===== config.mk =====
export PLATFORM = sky130hd
export DESIGN_NAME = tm1638_ctrl
export DESIGN_NICKNAME = d
export VERILOG_FILES = /design/src/rtl/tm1638_ctrl.sv
export SDC_FILE = /design/constraint.sdc
export NUM_CORES = 1
export LEC_CHECK = 0
export BUFFER_PORTS_ARGS = -buffer_cell sky130_fd_sc_hd__buf_2
export CORE_UTILIZATION = 31
export DETAILED_ROUTE_END_ITERATION = 6
export GPL_TIMING_DRIVEN = 0
export HOLD_SLACK_MARGIN = 0.1
export SYNTH_ARGS = -nofsm -noshare
export SYNTH_HDL_FRONTEND = slang
export SYNTH_SLANG_ARGS = --single-unit

===== constraint.sdc =====
create_clock -name clk -period 10.7 [get_ports clk]
set_input_delay 0.535 -clock clk [delete_from_list [all_inputs] [get_ports clk]]
set_output_delay 0.535 -clock clk [all_outputs]
set_load 0.01 [all_outputs]

===== src/rtl/tm1638_ctrl.sv =====
// TM1638 board controller: repeating frame of display-RAM write, brightness/on
// command and key-matrix read over STB/CLK/DIO, with the key vector returned per frame.
module tm1638_ctrl #(
    parameter int unsigned clk_mhz  = 27,
    parameter int unsigned sclk_khz = 500,
    parameter int unsigned w_digit  = 8,
    parameter int unsigned w_led    = 8,
    parameter int unsigned w_key    = 8
) (
    input  logic                 clk,
    input  logic                 rst,
    input  logic [w_digit*8-1:0] seg_data,
    input  logic [w_led-1:0]     led,
    input  logic [2:0]           brightness,
    input  logic                 display_on,
    output logic [w_key-1:0]     key,
    output logic                 key_valid,
    output logic                 busy,
    output logic                 tm_stb,
    output logic                 tm_clk,
    output logic                 tm_dio_out,
    output logic                 tm_dio_oe,
    input  logic                 tm_dio_in
);

    localparam int unsigned HALF_RAW = (clk_mhz * 1000) / (2 * sclk_khz);
    localparam int unsigned HALF     = (HALF_RAW < 1) ? 1 : HALF_RAW;
    localparam int unsigned RDW      = (2 * HALF > clk_mhz) ? 2 * HALF : clk_mhz;
    localparam int unsigned CW       = $clog2(RDW + 1);

    typedef enum logic [2:0] {
        S_IDLE,
        S_STB_LO,
        S_SHIFT_OUT,
        S_STB_HI,
        S_RD_WAIT,
        S_SHIFT_IN
    } state_t;

    state_t              state_q, state_d;
    logic [CW-1:0]       cnt_q, cnt_d;
    logic                ph_q, ph_d;
    logic [2:0]          bit_q, bit_d;
    logic [4:0]          byte_q, byte_d;
    logic [1:0]          txn_q, txn_d;
    logic                stb_q, stb_d;
    logic                clk_q, clk_d;
    logic                dout_q, dout_d;
    logic                oe_q, oe_d;

    logic [w_digit*8-1:0] seg_s_q;
    logic [w_led-1:0]     led_s_q;
    logic [2:0]           bri_s_q;
    logic                 don_s_q;

    logic [7:0]          key_acc_q;
    logic [7:0]          key_q;
    logic                rd_done_q;
    logic                kv_q;

    logic                tick;
    logic                snap;
    logic                sample;
    logic                rd_last;
    logic [7:0]          tx_byte;
    logic [4:0]          n_bytes;
    logic [3:0]          addr;
    logic [63:0]         seg_pad;
    logic [7:0]          led_pad;

    // RD_WAIT stretches the counter period to the turnaround length instead of one half
    assign tick = (state_q == S_RD_WAIT) ? (cnt_q == CW'(RDW - 1))
                                         : (cnt_q == CW'(HALF - 1));

    always_comb begin
        seg_pad = 64'(seg_s_q);
        led_pad = 8'(led_s_q);
        addr    = byte_q[3:0] - 4'd1;
        n_bytes = (txn_q == 2'd1) ? 5'd17 : 5'd1;
        tx_byte = 8'h42;
        case (txn_q)
            2'd0: tx_byte = 8'h40;
            2'd1: begin
                if (byte_q == 5'd0) begin
                    tx_byte = 8'hC0;
                end else if (addr[0]) begin
                    tx_byte = {7'b0, led_pad[addr[3:1]]};
                end else begin
                    tx_byte = seg_pad[{addr[3:1], 3'b000} +: 8];
                end
            end
            2'd2: tx_byte = {4'b1000, don_s_q, bri_s_q};
            default: tx_byte = 8'h42;
        endcase
    end

    always_comb begin
        state_d = state_q;
        ph_d    = ph_q;
        bit_d   = bit_q;
        byte_d  = byte_q;
        txn_d   = txn_q;
        stb_d   = stb_q;
        clk_d   = clk_q;
        dout_d  = dout_q;
        oe_d    = oe_q;
        snap    = 1'b0;
        sample  = 1'b0;
        rd_last = 1'b0;

        case (state_q)
            S_IDLE: begin
                if (tick) begin
                    if (ph_q) begin
                        state_d = S_STB_LO;
                        ph_d    = 1'b0;
                        stb_d   = 1'b0;
                        oe_d    = 1'b1;
                        txn_d   = 2'd0;
                        byte_d  = '0;
                        bit_d   = '0;
                        snap    = 1'b1;
                    end else begin
                        ph_d = 1'b1;
                    end
                end
            end
            S_STB_LO: begin
                if (tick) begin
                    state_d = S_SHIFT_OUT;
                    clk_d   = 1'b0;
                    dout_d  = tx_byte[bit_q];
                    ph_d    = 1'b1;
                end
            end
            S_SHIFT_OUT: begin
                if (tick) begin
                    if (ph_q) begin
                        clk_d = 1'b1;
                        ph_d  = 1'b0;
                        bit_d = bit_q + 3'd1;
                        if (bit_q == 3'd7) begin
                            byte_d = byte_q + 5'd1;
                            if (txn_q == 2'd3) begin
                                state_d = S_RD_WAIT;
                                oe_d    = 1'b0;
                                byte_d  = '0;
                            end
                        end
                    end else if (byte_q == n_bytes) begin
                        state_d = S_STB_HI;
                        stb_d   = 1'b1;
                    end else begin
                        clk_d  = 1'b0;
                        dout_d = tx_byte[bit_q];
                        ph_d   = 1'b1;
                    end
                end
            end
            S_RD_WAIT: begin
                if (tick) begin
                    state_d = S_SHIFT_IN;
                    clk_d   = 1'b0;
                    ph_d    = 1'b1;
                end
            end
            S_SHIFT_IN: begin
                if (tick) begin
                    if (ph_q) begin
                        clk_d  = 1'b1;
                        ph_d   = 1'b0;
                        bit_d  = bit_q + 3'd1;
                        sample = 1'b1;
                        if (bit_q == 3'd7) begin
                            byte_d = byte_q + 5'd1;
                            if (byte_q == 5'd3) begin
                                rd_last = 1'b1;
                            end
                        end
                    end else if (byte_q == 5'd4) begin
                        state_d = S_STB_HI;
                        stb_d   = 1'b1;
                    end else begin
                        clk_d = 1'b0;
                        ph_d  = 1'b1;
                    end
                end
            end
            S_STB_HI: begin
                if (tick) begin
                    if (ph_q) begin
                        ph_d = 1'b0;
                        oe_d = 1'b1;
                        if (txn_q == 2'd3) begin
                            state_d = S_IDLE;
                        end else begin
                            state_d = S_STB_LO;
                            stb_d   = 1'b0;
                            txn_d   = txn_q + 2'd1;
                            byte_d  = '0;
                            bit_d   = '0;
                        end
                    end else begin
                        ph_d = 1'b1;
                    end
                end
            end
            default: state_d = S_IDLE;
        endcase

        if ((state_d != state_q) || tick) begin
            cnt_d = '0;
        end else begin
            cnt_d = cnt_q + 1'b1;
        end
    end

    always_ff @(posedge clk) begin
        if (rst) begin
            state_q   <= S_IDLE;
            cnt_q     <= '0;
            ph_q      <= 1'b0;
            bit_q     <= '0;
            byte_q    <= '0;
            txn_q     <= '0;
            stb_q     <= 1'b1;
            clk_q     <= 1'b1;
            dout_q    <= 1'b1;
            oe_q      <= 1'b0;
            key_acc_q <= '0;
            key_q     <= '0;
            rd_done_q <= 1'b0;
            kv_q      <= 1'b0;
        end else begin
            state_q   <= state_d;
            cnt_q     <= cnt_d;
            ph_q      <= ph_d;
            bit_q     <= bit_d;
            byte_q    <= byte_d;
            txn_q     <= txn_d;
            stb_q     <= stb_d;
            clk_q     <= clk_d;
            dout_q    <= dout_d;
            oe_q      <= oe_d;
            if (snap) begin
                seg_s_q <= seg_data;
                led_s_q <= led;
                bri_s_q <= brightness;
                don_s_q <= display_on;
            end
            // Only bits 0 and 4 of each read byte carry keys; index = {bit[2], byte}
            if (sample && (bit_q[1:0] == 2'b00)) begin
                key_acc_q[{bit_q[2], byte_q[1:0]}] <= tm_dio_in;
            end
            rd_done_q <= rd_last;
            kv_q      <= rd_done_q;
            if (rd_done_q) begin
                key_q <= key_acc_q;
            end
        end
    end

    assign key        = w_key'(key_q);
    assign key_valid  = kv_q;
    assign busy       = ~stb_q;
    assign tm_stb     = stb_q;
    assign tm_clk     = clk_q;
    assign tm_dio_out = dout_q;
    assign tm_dio_oe  = oe_q;

endmodule


==> results_tabular.tex, run 1 <==
\begin{tabular}{lr}
\hline
Metric & Value \\
\hline
\multicolumn{2}{l}{\textbf{GRT}} \\
\quad Grt met1 use & roughly a fifth \\
\quad Met3 track demand over resource & under 10\% \\
\quad Number of global-route vias before repair & $\sim$3.9k \\
\quad Tot GR Track Use & between 10\% and 20\% \\
\quad Global route total overflow & 0 \\
\quad Largest net degree at the start of global routing & 17 \\
\quad Antenna violations before repair & 0 \\
\quad Global-route wire length before repair & slightly below 20 mm \\
\quad Met2 routing resource usage after global routing & about 22\% \\
\quad Busiest metal layer after global routing & met2 \\
\multicolumn{2}{l}{\textbf{Synth}} \\
\quad FFs w/ async S/R, synth & 0\% \\
\quad Post-synth cell types & 64 \\
\quad Total of warnings raised by yosys & 0 \\
\quad Sequential cell area fraction in the yosys report & between 50\% and 60\% \\
\quad Synthesized instance count & $\sim$410 \\
\quad Mapped Nets & roughly 500 \\
\quad Mapped Avg Cell Area & around 13 µm² \\
\quad Number of enable-type register cells in the synthesized netlist & 76 \\
\quad Total of flip-flops plus latches after synthesis & $\sim$120 \\
\quad Post-synthesis instance area & roughly 5300 µm² \\
\quad Dominant synthesized flop cell & sky130\_fd\_sc\_hd\_\_edfxtp\_1 \\
\multicolumn{2}{l}{\textbf{Finish}} \\
\quad Layout cells sized above 1 & between 20\% and 30\% \\
\quad NumNets Final & $\sim$620 \\
\quad Post-route design area & 6670 µm² \\
\quad Antenna diode count & 0 \\
\quad Area delta synth->final & 25.7\% \\
\quad Cell Count, Final, Fillers Out & roughly 770 \\
\multicolumn{2}{l}{\textbf{Floorplanning}} \\
\quad I/O pins & 93 \\
\quad Core ar. & 16,600 µm² \\
\quad Standard-cell rows & 47 \\
\quad Effective utilization at floorplan & roughly a third \\
\quad Height of the die & 133 µm \\
\quad Die W & around 130 µm \\
\quad Die Footprint & between 15,000 and 20,000 µm² \\
\multicolumn{2}{l}{\textbf{CTS}} \\
\quad Clock slew seen by the registers of the worst setup and hold paths & 0.06 ns \\
\quad Clock H-tree levels & 4 \\
\quad Count of cells resized by post-cts repair & 0 \\
\quad Post-CTS Hold Fix Bufs & 0 \\
\quad Worst-skew pair later-pin latency & 0.41 ns \\
\quad Number of clock sinks & 118 \\
\quad Cell at the root of the clock tree & sky130\_fd\_sc\_hd\_\_clkbuf\_16 \\
\quad Max clock buf depth & 2 \\
\quad Number of buffers inserted by post-CTS setup repair & 0 \\
\quad Clock tree from TritonCTS & built \\
\quad Number of CTS-inserted buffers & 17 \\
\multicolumn{2}{l}{\textbf{Power}} \\
\quad Switching portion of total power & 21.0\% \\
\quad Internal Pwr Total & just over 800 µW \\
\quad Switching component of the power & 218 µW \\
\quad Power Total & just over 1000 µW \\
\quad Seq pwr share & 47.0\% \\
\quad Peak VDD IR & about 0.12 mV \\
\quad Clock group share of total power & between 50\% and 60\% \\
\quad Leak pwr & roughly 0.0024 µW \\
\quad Power per Cell Area & around 160 nW/µm² \\
\quad Part of the power in combinational logic & about 2.0\% \\
\multicolumn{2}{l}{\textbf{Placement}} \\
\quad Worst setup timing slack at the placement stage & approximately 7.3 ns \\
\quad Post-DP HPWL & 8.93 mm \\
\quad Placed instance area & slightly above 6000 µm² \\
\quad Number of buffers added on ports & around 90 \\
\quad Placer congestion estimate & 0.902 \\
\quad DP Cell Count & 733 \\
\multicolumn{2}{l}{\textbf{STA}} \\
\quad Final setup violation count & 0 \\
\quad Clock tree skew after final layout & $\sim$0.0071 ns \\
\quad Hold violation count in the final report & 0 \\
\quad Slew Viols, Final & 0 \\
\quad Total Negative Setup Slacks & 0 ns \\
\quad Peak Freq & a little under 300 MHz \\
\quad Remaining max-slew budget at the tightest pin & 46.3\% \\
\quad Final Cycle Share & between 30\% and 40\% \\
\quad Post-route worst setup slack & approximately 7.3 ns \\
\quad Minimum clock period & around 3.4 ns \\
\quad Slew at the pin closest to its max-slew limit & 0.804 ns \\
\quad RSZ-0062 raised after global routing & false \\
\multicolumn{2}{l}{\textbf{Drt}} \\
\quad Total vias in the final route & roughly 3.9k \\
\quad Residual DRC count & 0 \\
\quad Total wire length after detailed routing & about 12 mm \\
\quad Via count normalized by instance count & approximately 5.0 \\
\quad Wire length per cell after detailed routing & roughly 16 µm \\
\quad Antenna Violating Nets Remaining & 0 \\
\quad First-pass DRT Iterations & 5 \\
\quad Number of DRC markers after the initial detailed-route iteration & 321 \\
\multicolumn{2}{l}{\textbf{Worst setup path}} \\
\quad Logic depth of the worst register-to-register path & 10 \\
\quad CP Capture Type & register \\
\quad Worst Path Required & around 11 ns \\
\quad Top fanout value on the critical path & 10 \\
\quad Worst endpoint data arrival time & roughly 3.7 ns \\
\quad Setup crit start kind & register \\
\quad Startpoint-to-endpoint class of the critical path & reg -> reg \\
\multicolumn{2}{l}{\textbf{Min path}} \\
\quad Worst hold-check path type & in -> reg \\
\quad Hold path cells & 1 \\
\multicolumn{2}{l}{\textbf{Status}} \\
\quad Status & completed \\
\multicolumn{2}{l}{\textbf{Run}} \\
\quad Number of max-cap violations & 0 \\
\hline
\end{tabular}
==> registers in the layout, indices dropped and copies added (netlist names), 2 cells and up <==
signal     count
byte_q         5
bit_q          3
txn_q          2
key_acc_q      8
bri_s_q        3
seg_pad       64
cnt_q          6
state_q        3
key            8
led_pad        8
==> final timing paths <==
kind                                                start                   endpoint  slack, ns
worst max-delay path               byte_q[1]$_SDFFE_PP0P_    tm_dio_out$_SDFFE_PP1P_       7.33
worst min-delay path                         seg_data[21]      seg_pad[21]$_DFFE_PP_       0.30
worst max register to register     byte_q[1]$_SDFFE_PP0P_    tm_dio_out$_SDFFE_PP1P_       7.33
worst min register to register  key_acc_q[7]$_SDFFE_PP0P_  key_acc_q[7]$_SDFFE_PP0P_       0.48
==> worst max-delay path, stage by stage, from the launching register on <==
cell	delay (ns)
sky130_fd_sc_hd__dfxtp_1	0.44
sky130_fd_sc_hd__clkbuf_1	0.41
sky130_fd_sc_hd__inv_1	0.26
sky130_fd_sc_hd__ha_1	0.33
sky130_fd_sc_hd__buf_2	0.23
sky130_fd_sc_hd__clkbuf_1	0.56
sky130_fd_sc_hd__mux4_2	0.42
sky130_fd_sc_hd__mux2i_1	0.20
sky130_fd_sc_hd__nand3_1	0.10
sky130_fd_sc_hd__a21oi_1	0.19
sky130_fd_sc_hd__a22oi_1	0.08
==> power by group through the flow <==
stage	sequential (µW)	clock [µW]	combinational, µW
after floorplan	496	0	3.98
after global placement	496	0	19.8
after detailed placement	496	0	20.4
after CTS	486	540	20.5
after global routing	486	562	22.4
final	486	528	20.2
==> cell usage after synthesis, types with 4 or more instances <==
library cell,count,area share [%]
sky130_fd_sc_hd__clkbuf_1,14,0.99
sky130_fd_sc_hd__mux2i_1,15,2.8
sky130_fd_sc_hd__o311ai_0,4,0.66
sky130_fd_sc_hd__nand2_1,29,2.1
sky130_fd_sc_hd__buf_2,4,0.38
sky130_fd_sc_hd__o31ai_1,6,0.85
sky130_fd_sc_hd__edfxtp_1,76,43
sky130_fd_sc_hd__dfxtp_1,42,16
sky130_fd_sc_hd__a21oi_1,23,2.2
sky130_fd_sc_hd__o22ai_1,4,0.47
sky130_fd_sc_hd__mux4_2,11,4.7
sky130_fd_sc_hd__nor4_1,4,0.47
sky130_fd_sc_hd__and3_1,4,0.47
sky130_fd_sc_hd__nand3_1,14,1.3
sky130_fd_sc_hd__nand4_1,11,1.3
sky130_fd_sc_hd__ha_1,12,2.8
sky130_fd_sc_hd__mux4_1,7,3.5
sky130_fd_sc_hd__inv_1,13,0.92
sky130_fd_sc_hd__nor3_1,5,0.47
sky130_fd_sc_hd__xnor2_1,5,0.83
sky130_fd_sc_hd__o21ai_0,12,1.1
sky130_fd_sc_hd__nor2_1,36,2.5
==> cell families after synthesis <==
group / share of synthesized area (%)
XOR/XNOR: 1.68
flip-flops: 58.9
AND/OR/NAND/NOR: 11.6
multiplexers: 11.4
AO/OA/AOI/OAI: 10.6
buffers and inverters: 2.93
adder cells (fa/ha/maj): 2.83
==> metal layers <==
layer	wire length, µm	vias to the layer above	share of wire [%]
met5	0	-	0
met4	249	0	2.1
met3	956	24	7.9
met2	5480	187	45
met1	5430	1795	45
li1	-	1854	-
==> stage by stage <==
stage / util [%] / hold slack [ns]
detailed placement: 36.7 / 0.468
floorplan: - / 0.444
CTS: 40.1 / 0.276
finish: 40.1 / 0.295
global route: 40.1 / 0.273
global placement: 36.2 / 0.467
==> placed cells by master (no fill, tap or decap), types with 3 or more instances in the layout <==
master	n
sky130_fd_sc_hd__dfxtp_1	42
sky130_fd_sc_hd__nor4b_1	3
sky130_fd_sc_hd__edfxtp_1	76
sky130_fd_sc_hd__o31ai_1	6
sky130_fd_sc_hd__clkinv_4	4
sky130_fd_sc_hd__o21ai_0	12
sky130_fd_sc_hd__inv_1	13
sky130_fd_sc_hd__mux4_2	11
sky130_fd_sc_hd__o22ai_1	4
sky130_fd_sc_hd__o31a_1	3
sky130_fd_sc_hd__a21oi_1	23
sky130_fd_sc_hd__mux2i_1	15
sky130_fd_sc_hd__xnor2_1	5
sky130_fd_sc_hd__mux4_1	7
sky130_fd_sc_hd__buf_4	8
sky130_fd_sc_hd__clkbuf_1	15
sky130_fd_sc_hd__a22oi_1	3
sky130_fd_sc_hd__or4_1	3
sky130_fd_sc_hd__buf_6	3
sky130_fd_sc_hd__clkinvlp_4	3
sky130_fd_sc_hd__nor2_1	36
sky130_fd_sc_hd__nand4_1	11
sky130_fd_sc_hd__nor4_1	3
sky130_fd_sc_hd__clkbuf_16	17
sky130_fd_sc_hd__and3_1	4
sky130_fd_sc_hd__ha_1	12
sky130_fd_sc_hd__nor3_1	5
sky130_fd_sc_hd__o311ai_0	4
sky130_fd_sc_hd__nand2_1	29
sky130_fd_sc_hd__buf_2	95
sky130_fd_sc_hd__nand3_1	14
sky130_fd_sc_hd__inv_6	3
==> final cells by class <==
| cell class | instances | area, µm² |
|---|---|---|
| Buffer | 22 | 103 |
| Fill cell | 1569 | 9980 |
| Clock buffer | 18 | 429 |
| Timing Repair Buffer | 100 | 527 |
| Inverter | 14 | 52.6 |
| Sequential cell | 118 | 3120 |
| Clock inverter | 14 | 128 |
| Tap cell | 220 | 275 |
| Multi-Input combinational cell | 259 | 2030 |
No activity file was read; power rests on OpenSTA's default activity.
==> run 2, diff against run 1 <==
clock period = 3.37 ns   (was 10.7 ns; I/O delays follow)
==> results_tabular.tex, run 2 (synthesis gave the netlist of run 1 again) <==
\begin{tabular}{lr}
\hline
Metric & Value \\
\hline
\multicolumn{2}{l}{\textbf{STA}} \\
\quad Minimum clock period & around 3.1 ns \\
\quad Peak Freq & 321 MHz \\
\quad RSZ-0062 raised after global routing & false \\
\quad Post-route worst setup slack & $\sim$0.25 ns \\
\quad Hold violation count in the final report & 0 \\
\quad Slew at the pin closest to its max-slew limit & 0.825 ns \\
\quad Final Cycle Share & between 90\% and 100\% \\
\quad Total Negative Setup Slacks & 0 ns \\
\quad Remaining max-slew budget at the tightest pin & 44.8\% \\
\quad Final setup violation count & 0 \\
\quad Slew Viols, Final & 0 \\
\quad Clock tree skew after final layout & roughly 0.01 ns \\
\multicolumn{2}{l}{\textbf{CTS}} \\
\quad Max clock buf depth & 2 \\
\quad Number of CTS-inserted buffers & 17 \\
\quad Cell at the root of the clock tree & sky130\_fd\_sc\_hd\_\_clkbuf\_16 \\
\quad Worst-skew pair later-pin latency & just over 0.4 ns \\
\quad Clock tree from TritonCTS & built \\
\quad Number of clock sinks & about 120 \\
\quad Clock slew seen by the registers of the worst setup and hold paths & 0.06 ns \\
\quad Clock H-tree levels & 4 \\
\multicolumn{2}{l}{\textbf{Finish}} \\
\quad NumNets Final & 700 \\
\quad Most used cells in the layout excluding fill and tap cells & 94 x sky130\_fd\_sc\_hd\_\_buf\_2, 77 x sky130\_fd\_sc\_hd\_\_dlygate4sd3\_1, 76 x sky130\_fd\_sc\_hd\_\_edfxtp\_1 \\
\quad Post-Route Utilization & around 45\% \\
\quad Area delta synth->final & 41.2\% \\
\quad Area of the multi-input gates & roughly 2100 µm² \\
\quad Most frequent standard cell in the layout excluding fill and tap cells & sky130\_fd\_sc\_hd\_\_buf\_2 \\
\quad Layout cells sized above 1 & between 20\% and 30\% \\
\quad Number of filler instances in the final layout & approximately 1.5k \\
\quad Antenna diode count & 0 \\
\quad Max reg flops & 64 \\
\quad Flip-flop and latch area & between 3000 and 4000 µm² \\
\multicolumn{2}{l}{\textbf{Worst setup path}} \\
\quad Setup crit start kind & register \\
\quad Worst endpoint data arrival time & 3.39 ns \\
\quad Top fanout value on the critical path & 8 \\
\quad CP Capture Type & register \\
\quad Cell at the slowest stage of the critical path & sky130\_fd\_sc\_hd\_\_mux4\_1 \\
\quad Library cell appearing most often on the critical path & sky130\_fd\_sc\_hd\_\_a22oi\_1 \\
\quad Maximum cell stage delay along the critical path & roughly 0.60 ns \\
\quad Worst Path Required & 3.64 ns \\
\quad Cell Chain, Critical Path & clkbuf\_1 > clkinv\_1 > ha\_1 > xor2\_4 > buf\_4 > mux4\_1 > a22oi\_1 > a22o\_1 > a41o\_1 > a22oi\_1 \\
\quad Startpoint-to-endpoint class of the critical path & reg -> reg \\
\multicolumn{2}{l}{\textbf{Power}} \\
\quad Power per Cell Area & between 400 and 500 nW/µm² \\
\quad Peak VDD IR & roughly 0.31 mV \\
\quad Leak pwr & 0.00274 µW \\
\multicolumn{2}{l}{\textbf{Run}} \\
\quad Number of max-cap violations & 0 \\
\multicolumn{2}{l}{\textbf{Floorplanning}} \\
\quad I/O pins & just over 90 \\
\quad Effective utilization at floorplan & about a third \\
\quad Core ar. & $\sim$17,000 µm² \\
\quad Die W & roughly 130 µm \\
\quad Height of the die & 133 µm \\
\quad Die Footprint & 17,600 µm² \\
\quad Standard-cell rows & 47 \\
\multicolumn{2}{l}{\textbf{Placement}} \\
\quad Placer congestion estimate & roughly 0.9 \\
\quad Number of buffers added on ports & just over 90 \\
\quad Post-DP HPWL & 9.02 mm \\
\quad Worst setup timing slack at the placement stage & -0.0557 ns \\
\multicolumn{2}{l}{\textbf{Drt}} \\
\quad First-pass DRT Iterations & 5 \\
\quad Number of DRC markers after the initial detailed-route iteration & 260 \\
\quad Total wire length after detailed routing & 13.5 mm \\
\quad Residual DRC count & 0 \\
\quad Via count normalized by instance count & around 5.0 \\
\quad Wire length per cell after detailed routing & about 16 µm \\
\quad Total vias in the final route & 4,223 \\
\quad Antenna Violating Nets Remaining & 0 \\
\multicolumn{2}{l}{\textbf{Min path}} \\
\quad Worst hold-check path type & in -> reg \\
\multicolumn{2}{l}{\textbf{GRT}} \\
\quad Number of global-route vias before repair & $\sim$4.4k \\
\quad Largest net degree at the start of global routing & 18 \\
\quad Global-route wire length before repair & between 20 and 25 mm \\
\quad Global route total overflow & 0 \\
\quad Tot GR Track Use & 16.1\% \\
\quad Antenna violations before repair & 0 \\
\multicolumn{2}{l}{\textbf{Status}} \\
\quad Status & completed \\
\hline
\end{tabular}
run 2: worst max-delay path: cells and delay by family, from the launching register on:
family                     cells  cell delay, ns
AOI/OAI and AO/OA              4            0.64
adders and majority gates      1            0.36
DFF                            1            0.37
buffers and inverters          3            0.80
muxes                          1            0.60
xor gates and xnor gates       1            0.22
run 2: what timing repair did:
item                                   4_1_cts  5_1_grt
endpoints found under the hold margin       84        0
hold buffers                                77        0
gates resized for setup                      2        0
pin swaps                                    1        1
setup buffers                                0        4
setup endpoints to repair                    1        1
run 2: layout make-up:
cell class,count,share of cell area (%)
repair buffers,177,17.5
inverters,14,0.702
well taps,220,3.68
flip-flops and latches,118,41.7
plain buffers,22,1.49
clock inverters,15,1.74
clock buffers,17,5.68
multi-input cells,259,27.4
run 2: per-stage QoR:
step                      total power, µW  cells  instance area (µm²)  hold slack [ns]
after global routing                 3470    842                 7480            0.286
after detailed placement             1640    729                 6120            0.347
final                                3360    842                 7480            0.245
after floorplan                      1590    413                 5340            0.267
after global placement               1640    724                 6070            0.344
after CTS                            3390    838                 7450            0.227
run 2: path summary, 6_finish.rpt:
path / startpoint / endpoint / slack (ns) / cells after the start
worst max-delay path: byte_q[0]$_SDFFE_PP0P_ / tm_dio_out$_SDFFE_PP1P_ / 0.25 / 10
worst min register to register: key_acc_q[1]$_SDFFE_PP0P_ / key_acc_q[1]$_SDFFE_PP0P_ / 0.47 / 2
worst max register to register: byte_q[0]$_SDFFE_PP0P_ / tm_dio_out$_SDFFE_PP1P_ / 0.25 / 10
worst min-delay path: rst / key_valid$_SDFF_PP0_ / 0.25 / 2
run 2: power breakdown:
part / internal (µW) / switching (µW) / leakage [µW]
clock: 1010 / 669 / 0.000261
sequential: 1540 / 4.11 / 0.00102
combinational: 94.4 / 43.9 / 0.00146
run 2: per-layer routing:
metal | vias up | wire, µm | track usage, %
met2 | 177 | 6460 | 26.8
met4 | 0 | 248 | 7.22
li1 | 2004 | - | -
met5 | - | 0 | 0
met3 | 24 | 819 | 4.18
met1 | 2018 | 5980 | 19.5
